$ cat config.mk
export PLATFORM = sky130hd
export DESIGN_NAME = io_scan_sequencer
export DESIGN_NICKNAME = d
export VERILOG_FILES = /design/src/rtl/io_scan_sequencer.sv
export SDC_FILE = /design/constraint.sdc
export NUM_CORES = 1
export LEC_CHECK = 0
export BUFFER_PORTS_ARGS = -buffer_cell sky130_fd_sc_hd__buf_4
export CAP_MARGIN = 20
export CORE_UTILIZATION = 40
export DETAILED_ROUTE_END_ITERATION = 10
export SETUP_SLACK_MARGIN = 0.2
export SKIP_LAST_GASP = 1
export SYNTH_ARGS = -nofsm -noshare
export SYNTH_HDL_FRONTEND = slang
export SYNTH_SLANG_ARGS = --single-unit
$ cat constraint.sdc
create_clock -name MCLK -period 2.55 [get_ports MCLK]
set_input_delay 0.3825 -clock MCLK [delete_from_list [all_inputs] [get_ports MCLK]]
set_output_delay 0.3825 -clock MCLK [all_outputs]
set_load 0.01 [all_outputs]
$ cat src/rtl/io_scan_sequencer.sv
// ----------------------------------------------------------------------------
// io_scan_sequencer
// Runs a fixed seven-step scan over an 8-bit I/O bus: drives the TH lines of
// port 0x3F low, reads 0xDC/0xDD, drives TH high, reads 0xDC/0xDD again, then
// returns all pins to input. The four read bytes are published together on
// RESULT with a one-clock DONE pulse.
//
// Ports
//   MCLK      in   clock, rising edge
//   RESET     in   asynchronous reset, active low
//   START     in   request one scan (sampled only while idle)
//   BUSGNT    in   bus grant
//   BUSREQ    out  bus request
//   ADDRESS   out  I/O port address (0x00 outside bus cycles)
//   DATA_o    out  write data (0x00 outside write cycles)
//   DATA_d    out  data bus direction, 0 = this block drives
//   DATA_i    in   read data
//   IORQ/RD/WR out active-low bus strobes
//   BUSY      out  scan in progress
//   DONE      out  one-clock pulse, RESULT freshly updated
//   RESULT    out  {DD_thhigh, DC_thhigh, DD_thlow, DC_thlow}
// ----------------------------------------------------------------------------
module io_scan_sequencer #(
   parameter int unsigned STROBE = 3,
   parameter int unsigned SETTLE = 16
) (
   input  logic        MCLK,
   input  logic        RESET,
   input  logic        START,
   input  logic        BUSGNT,
   output logic        BUSREQ,
   output logic [7:0]  ADDRESS,
   output logic [7:0]  DATA_o,
   output logic        DATA_d,
   input  logic [7:0]  DATA_i,
   output logic        IORQ,
   output logic        RD,
   output logic        WR,
   output logic        BUSY,
   output logic        DONE,
   output logic [31:0] RESULT
);

   typedef enum logic [2:0] {
      ST_IDLE,
      ST_WAITGNT,
      ST_ADDR,
      ST_STRB,
      ST_RECOV,
      ST_SETTLE,
      ST_FIN
   } state_t;

   state_t      state_q, state_d;
   logic [2:0]  step_q, step_d;
   logic [7:0]  cnt_q, cnt_d;
   logic [31:0] shadow_q, shadow_d;
   logic [31:0] result_q, result_d;

   // Bus operation selected by the current step
   logic        op_wr;
   logic [7:0]  op_addr;
   logic [7:0]  op_wdata;

   always_comb begin
      op_wr    = 1'b0;
      op_addr  = 8'h00;
      op_wdata = 8'h00;
      unique case (step_q)
         3'd0:    begin op_wr = 1'b1; op_addr = 8'h3F; op_wdata = 8'h55; end
         3'd1:    op_addr = 8'hDC;
         3'd2:    op_addr = 8'hDD;
         3'd3:    begin op_wr = 1'b1; op_addr = 8'h3F; op_wdata = 8'hF5; end
         3'd4:    op_addr = 8'hDC;
         3'd5:    op_addr = 8'hDD;
         3'd6:    begin op_wr = 1'b1; op_addr = 8'h3F; op_wdata = 8'hFF; end
         default: ;
      endcase
   end

   // State register
   always_ff @(posedge MCLK or negedge RESET) begin
      if (!RESET) begin
         state_q  <= ST_IDLE;
         step_q   <= '0;
         cnt_q    <= '0;
         shadow_q <= '0;
         result_q <= '0;
      end else begin
         state_q  <= state_d;
         step_q   <= step_d;
         cnt_q    <= cnt_d;
         shadow_q <= shadow_d;
         result_q <= result_d;
      end
   end

   // Next-state logic
   always_comb begin
      state_d  = state_q;
      step_d   = step_q;
      cnt_d    = cnt_q;
      shadow_d = shadow_q;
      result_d = result_q;
      unique case (state_q)
         ST_IDLE: begin
            if (START) begin
               state_d = ST_WAITGNT;
               step_d  = '0;
            end
         end
         ST_WAITGNT: begin
            if (BUSGNT) state_d = ST_ADDR;
         end
         ST_ADDR: begin
            state_d = ST_STRB;
            cnt_d   = 8'(STROBE - 1);
         end
         ST_STRB: begin
            if (cnt_q == 8'd0) begin
               state_d = ST_RECOV;
               // Read data is sampled on the last strobe clock
               if (!op_wr) begin
                  unique case (step_q)
                     3'd1:    shadow_d[7:0]   = DATA_i;
                     3'd2:    shadow_d[15:8]  = DATA_i;
                     3'd4:    shadow_d[23:16] = DATA_i;
                     3'd5:    shadow_d[31:24] = DATA_i;
                     default: ;
                  endcase
               end
            end else begin
               cnt_d = cnt_q - 8'd1;
            end
         end
         ST_RECOV: begin
            if (step_q == 3'd6) begin
               // RESULT is loaded on entry to FIN so it is valid while DONE is high
               state_d  = ST_FIN;
               result_d = shadow_q;
            end else begin
               step_d = step_q + 3'd1;
               // Settling needs no bus, so the grant is only checked when it ends
               if ((step_q == 3'd0 || step_q == 3'd3) && (SETTLE != 0)) begin
                  state_d = ST_SETTLE;
                  cnt_d   = 8'(SETTLE - 1);
               end else if (BUSGNT) begin
                  state_d = ST_ADDR;
               end else begin
                  state_d = ST_WAITGNT;
               end
            end
         end
         ST_SETTLE: begin
            if (cnt_q == 8'd0) begin
               state_d = BUSGNT ? ST_ADDR : ST_WAITGNT;
            end else begin
               cnt_d = cnt_q - 8'd1;
            end
         end
         ST_FIN: begin
            state_d = ST_IDLE;
         end
         default: begin
            state_d = ST_IDLE;
         end
      endcase
   end

   // Output decode
   always_comb begin
      BUSREQ  = 1'b0;
      ADDRESS = 8'h00;
      DATA_o  = 8'h00;
      DATA_d  = 1'b1;
      IORQ    = 1'b1;
      RD      = 1'b1;
      WR      = 1'b1;
      BUSY    = 1'b1;
      DONE    = 1'b0;
      unique case (state_q)
         ST_IDLE: BUSY = 1'b0;
         ST_WAITGNT, ST_SETTLE: BUSREQ = 1'b1;
         ST_ADDR, ST_STRB, ST_RECOV: begin
            BUSREQ  = 1'b1;
            ADDRESS = op_addr;
            if (op_wr) begin
               DATA_o = op_wdata;
               DATA_d = 1'b0;
            end
            if (state_q == ST_STRB) begin
               IORQ = 1'b0;
               if (op_wr) WR = 1'b0;
               else       RD = 1'b0;
            end
         end
         ST_FIN: DONE = 1'b1;
         default: BUSY = 1'b0;
      endcase
   end

   assign RESULT = result_q;

endmodule
==> results of run 1 <==
==> worst max-delay path, cell delays in order, from the launching register on <==
cell,delay (ps)
dfrtp_2,460
inv_2,80
ha_4,160
nor2b_4,130
or3_4,400
buf_6,130
or2_4,220
buf_6,120
==> per-layer routing <==
metal | vias to the layer above | wire [µm] | track usage [%]
met5 | - | 0 | 0
met4 | 0 | 83 | 6.41
met3 | 8 | 432 | 4.68
met2 | 65 | 3830 | 28.5
met1 | 1324 | 3460 | 22.3
li1 | 1201 | - | -
==> synth_stat cells (all sizes together) <==
| cell | n |
|---|---|
| a31oi | 4 |
| o32ai | 1 |
| a22o | 4 |
| mux2i | 1 |
| mux2 | 66 |
| nor3 | 3 |
| dfrtp | 78 |
| o221ai | 1 |
| buf | 15 |
| nor2 | 16 |
| ha | 7 |
| or3 | 1 |
| nand3 | 3 |
| o31ai | 2 |
| o22ai | 6 |
| nand4b | 3 |
| a21oi | 10 |
| o41ai | 1 |
| nand3b | 2 |
| nor4b | 1 |
| nand2b | 6 |
| inv | 7 |
| nor2b | 5 |
| clkbuf | 6 |
| or2 | 1 |
| a32oi | 1 |
| and2 | 5 |
| a211o | 1 |
| o21ai | 10 |
| a32o | 2 |
| a211oi | 1 |
| a22oi | 2 |
| a21o | 1 |
| nor4 | 4 |
| nand2 | 20 |
==> where the power goes <==
part | switching, mW | internal [mW] | total, mW
Sequential | 0.131 | 1.36 | 1.49
Clock | 0.447 | 0.466 | 0.913
Combinational | 0.881 | 0.788 | 1.67
Total | 1.46 | 2.61 | 4.07
==> metrics by stage <==
step           hold slack (ps)  power (mW)
6_report                   165        4.07
5_1_grt                    258        4.33
4_1_cts                    224        3.99
3_5_place_dp               478        2.98
3_3_place_gp               465        2.96
2_1_floorplan             86.9        2.53
==> final timing paths <==
check,endpoint
setup / recovery,RD
hold / removal,RESULT[8]
setup reg to reg,shadow_q[29]
hold reg to reg,shadow_q[0]
max in group asynchronous,step_q[0]
min in group MCLK,shadow_q[22]
==> registers in the layout, summed over array words and instances, names as in the netlist <==
register,count
RESULT,32
shadow_q,32
cnt_q,8
step_q,3
state_q,3
==> cell families (layout without fill, tap and decap cells) <==
group | count (synthesis) | count (layout) | synth area share (%)
simple gates | 70 | 70 | 11.2
mux | 67 | 67 | 20.6
flops | 78 | 78 | 53.4
fa+ha+maj | 7 | 7 | 2.39
buf+inv | 28 | 108 | 4.07
compound gates | 47 | 47 | 8.38
==> what timing repair did <==
item	in CTS	in global routing
pin swaps	5	4
hold buffers	0	0
resized for setup	21	7
buffers inserted	2	3
setup endpoints to repair	33	35
==> layout make-up <==
class                   instances  area (µm²)
clock inverters                 3        25.0
inverters                       7        28.8
flip-flops and latches         78        1950
clock buffers                  13         179
multi-input cells             191        1640
well taps                     108         135
repair buffers                 85         689
fillers                       784        4160
==> cells in the final DEF, fill, tap and decap left out, drive strengths merged, types with 2 or more instances in the layout <==
cell type  netlist  final
a21oi           10     10
a22o             4      4
a22oi            2      2
a31oi            4      4
a32o             2      2
and2             5      5
buf             15     85
clkbuf           6     13
dfrtp           78     78
ha               7      7
inv              7      8
mux2            66     66
nand2           20     20
nand2b           6      6
nand3            3      3
nand3b           2      2
nand4b           3      3
nor2            16     16
nor2b            5      5
nor3             3      3
nor4             4      4
o21ai           10     10
o22ai            6      6
o31ai            2      2
==> flow_summary.toml, run 1 <==
[cts]
path_clk_slew_ps = 80
clockBufferDepth = 2
clkLatencyLatePin_ps = 350
cts_buffers = 9
cts_root_buf = "clkbuf_8"
clock_sinks = 78
cts_tree = "built"
htree_levels = 3

[worst_setup_path]
critPathRequiredTime_ps = 2170
startpoint = "step_q[1]"
start_kind = "flop"
critPathMaxFanout = 4
r2r_cells = 8
reg2reg_slack_ps = 240
cp-end-kind = "output port"
critPathKind = "flop to output port"
critPathArrivalTime_ps = 2050
r2r-start = "step_q[1]"

[final_layout]
utilization_pct = 52.8
finalNetCount = 391
area_delta_synth_final_pct = 27.1
drive_gt1_share_pct = 49.3
instances_no_fill = 485
fin_area_um2 = 4650
diodes = 0

[sta]
skew_ps = 5.51
setup_viol = 0
period_minus_slack_ps = 2440
rsz0062_at_grt = "yes"
slew_viol_final = 0
worstMarginPinSlew_ps = 965
final.setup.worst_slack_ps = 114
finalSetupTns_ps = 0
slew_headroom_pct = 35.7
fin_crit_sh_pct = 95.5
finalHoldViolations = 0
fmax_mhz = 410

[floorplanning]
rows = 34
core-area_um2 = 8810
io_pins = 67
dieHeight_um = 97.6
initial_core_util_pct = 41.5
fp.dieW_um = 97.6
die-area_um2 = 9530

[detailed_routing]
wire_per_inst_um = 16.1
vias = 2598
vias_per_cell = 5.36
drt_wl_total_mm = 7.81
firstDrtPassIters = 7
final_antenna_net_count = 0
drc_errors = 8
first_iter_violations = 136

[synthesis]
synthCells = 297
ys_ff_latch = 78
synth_top_area_share_pct = 53.4
synth_top_cell_by_area = "dfrtp_1"
syn_nets = 316
post_synth_num_cell_types = 44
syn_area_um2 = 3660
yosys_warnings = 0
synth.area.top_cells = "dfrtp_1 53%, mux2_2 20%, ha_1 2.4%, nand2_1 2.0%, buf_4 1.8%"
yosysSeqAreaShare_pct = 53.4
syn_area_per_cell_um2 = 12.3

[pwr]
p_per_area_nw_per_um2 = 876
ir_drop_uv = 367
p_leak_nw = 2.32

[job]
max-cap-violations = 0

[placement]
dp_cells = 464
place.gp.congestion = 0.860
port_buffers = 66
dpl.hpwl_mm = 5.23
dpl-instance-area_um2 = 4300
place_ws_ps = 70.9

[run_status]
status = "finished with violations"
violations = "DRC"

[min_path]
hold_class = "primary input to asynchronous set/reset pin"

[global_route]
grt_pass1_vias = 2594
grt_pass1_wl_mm = 13.1
grtUsageTotal_pct = 17.5
grt_max_degree = 79
overflow = 0
grt_antenna_before_repair = 0
Note: power is estimated with default switching activity, not from simulation.
==> run 2, diff against run 1 <==
--- a/config.mk
+++ b/config.mk
@@ -9,7 +9,6 @@
 export CAP_MARGIN = 20
 export CORE_UTILIZATION = 40
 export DETAILED_ROUTE_END_ITERATION = 10
-export SETUP_SLACK_MARGIN = 0.2
 export SKIP_LAST_GASP = 1
 export SYNTH_ARGS = -nofsm -noshare
 export SYNTH_HDL_FRONTEND = slang
==> run 2 against run 1 <==
Effect of this change: the run still ends with DRC left; global-route usage is 0.16 points lower; core utilization is 0.97 points lower; routed wire length is 1.7% lower; first-iteration DRC count is 18% lower; fmax is 0.84% higher; worst hold slack better by 11 ps; cell area is 1.8% lower; combinational power is 8% lower; clock skew is 1.3 ps higher; critical endpoint unchanged.
==> flow_summary.toml, run 2 (synthesis results as in run 1) <==
[final_layout]
fillers = 792
layout_common_cells = "79 x buf_4, 76 x dfrtp_1, 65 x mux2_2, 19 x nand2_1, 16 x nor2_1"
drive_gt1_share_pct = 48.0
multi_input_area_um2 = 1610
utilization_pct = 51.8
regArea_um2 = 1950
instances_no_fill = 481
area_delta_synth_final_pct = 24.8
fin_area_um2 = 4560
finalNetCount = 387
diodes = 0
final_common_cell = "buf_4"

[detailed_routing]
wire_per_inst_um = 16.0
firstDrtPassIters = 7
vias = 2557
vias_per_cell = 5.32
drc_errors = 8
first_iter_violations = 112
final_antenna_net_count = 0
drt_wl_total_mm = 7.68

[worst_setup_path]
critPathMaxFanout = 5
r2r-start = "step_q[1]"
critical_path.max_stage_delay_ps = 470
critPathArrivalTime_ps = 2030
reg2reg_slack_ps = 160
critPathKind = "flop to output port"
crit_chain = "ha_4, ha_1, or3_4, or2_2, buf_4"
critPathRequiredTime_ps = 2170
cp-end-kind = "output port"
crit_slowest_cell = "dfrtp_2"
r2r_cells = 7
timing.rr.end = "shadow_q[4]"
start_kind = "flop"

[sta]
slew_headroom_pct = 35.5
fmax_mhz = 414
setup_viol = 0
fin_crit_sh_pct = 94.7
period_minus_slack_ps = 2420
finalHoldViolations = 0
slew_viol_final = 0
worstMarginPinSlew_ps = 967
rsz0062_at_grt = "no"
finalSetupTns_ps = 0
skew_ps = 6.83
hold_ws_ps = 176

[run_status]
violations = "DRC"
status = "finished with violations"

[placement]
port_buffers = 66
dpl-instance-area_um2 = 4300
dpl.hpwl_mm = 5.23
dp_cells = 464
place.gp.congestion = 0.860

[floorplanning]
dieHeight_um = 97.6
die-area_um2 = 9530
initial_core_util_pct = 41.5
fp.dieW_um = 97.6
io_pins = 67
rows = 34
core-area_um2 = 8810

[cts]
cts_buffers = 9
clkLatencyLatePin_ps = 340
clockBufferDepth = 2
cts_tree = "built"
path_clk_slew_ps = 80
htree_levels = 3
clock_sinks = 78
postCtsHoldBufs = 0
cts_root_buf = "clkbuf_8"

[global_route]
grt_pass1_vias = 2584
grtUsageTotal_pct = 17.3
grt_max_degree = 79
grt_antenna_before_repair = 0
overflow = 0
grt_pass1_wl_mm = 13.0

[pwr]
ir_drop_uv = 364
p_per_area_nw_per_um2 = 863
p_leak_nw = 2.28

[job]
max-cap-violations = 0

[min_path]
hold_class = "primary input to asynchronous set/reset pin"
## run 2: layer usage
metal	track usage, %	part of all wire, %	up-vias
li1	-	-	1194
met1	22.2	45	1285
met2	27.7	48	67
met3	4.75	5.3	11
met4	6.99	1.4	0
met5	0	0	-
## run 2: report_power, final
part / total, mW / internal (mW) / switching (mW)
clock network: 0.909 / 0.466 / 0.444
registers: 1.49 / 1.36 / 0.130
logic: 1.54 / 0.695 / 0.845
## run 2: stage by stage
step	power (mW)	setup WS, ps
2_1_floorplan	2.53	239
3_3_place_gp	2.96	130
3_5_place_dp	2.98	70.9
4_1_cts	3.94	2.35
5_1_grt	4.19	55.7
6_report	3.94	134
## run 2: how the worst max path moves through the flow
stage / start / end / slack [ps] / cells after the start
after floorplan: step_q[0] / shadow_q[1] / 240 / 6
after global placement: step_q[0] / RD / 130 / 7
after detailed placement: step_q[0] / shadow_q[4] / 70 / 7
after CTS: step_q[1] / RD / 2 / 6
after global routing: step_q[0] / shadow_q[4] / 60 / 8
final: step_q[1] / RD / 130 / 5
## run 2: cell type report
class / count / area share, %
clock inverter: 3 / 0.548
timing repair buffer: 81 / 13.9
clock buffer: 13 / 3.92
tap: 108 / 2.96
multi-input combinational: 191 / 35.2
inverter: 7 / 0.631
sequential: 78 / 42.8
## run 2: timing repair
item	4_1_cts	5_1_grt
gates resized for setup	10	4
cloned	0	0
pin swaps	2	1
buffers inserted	1	1
setup endpoints to repair	8	12
## run 2: worst max-delay path: cells and delay by family, from the launching register on
| kind | cells | cell delay [ps] |
|---|---|---|
| and+or+nand+nor | 2 | 690 |
| DFF | 1 | 470 |
| adders and majority gates | 2 | 380 |
| buffers and inverters | 1 | 140 |
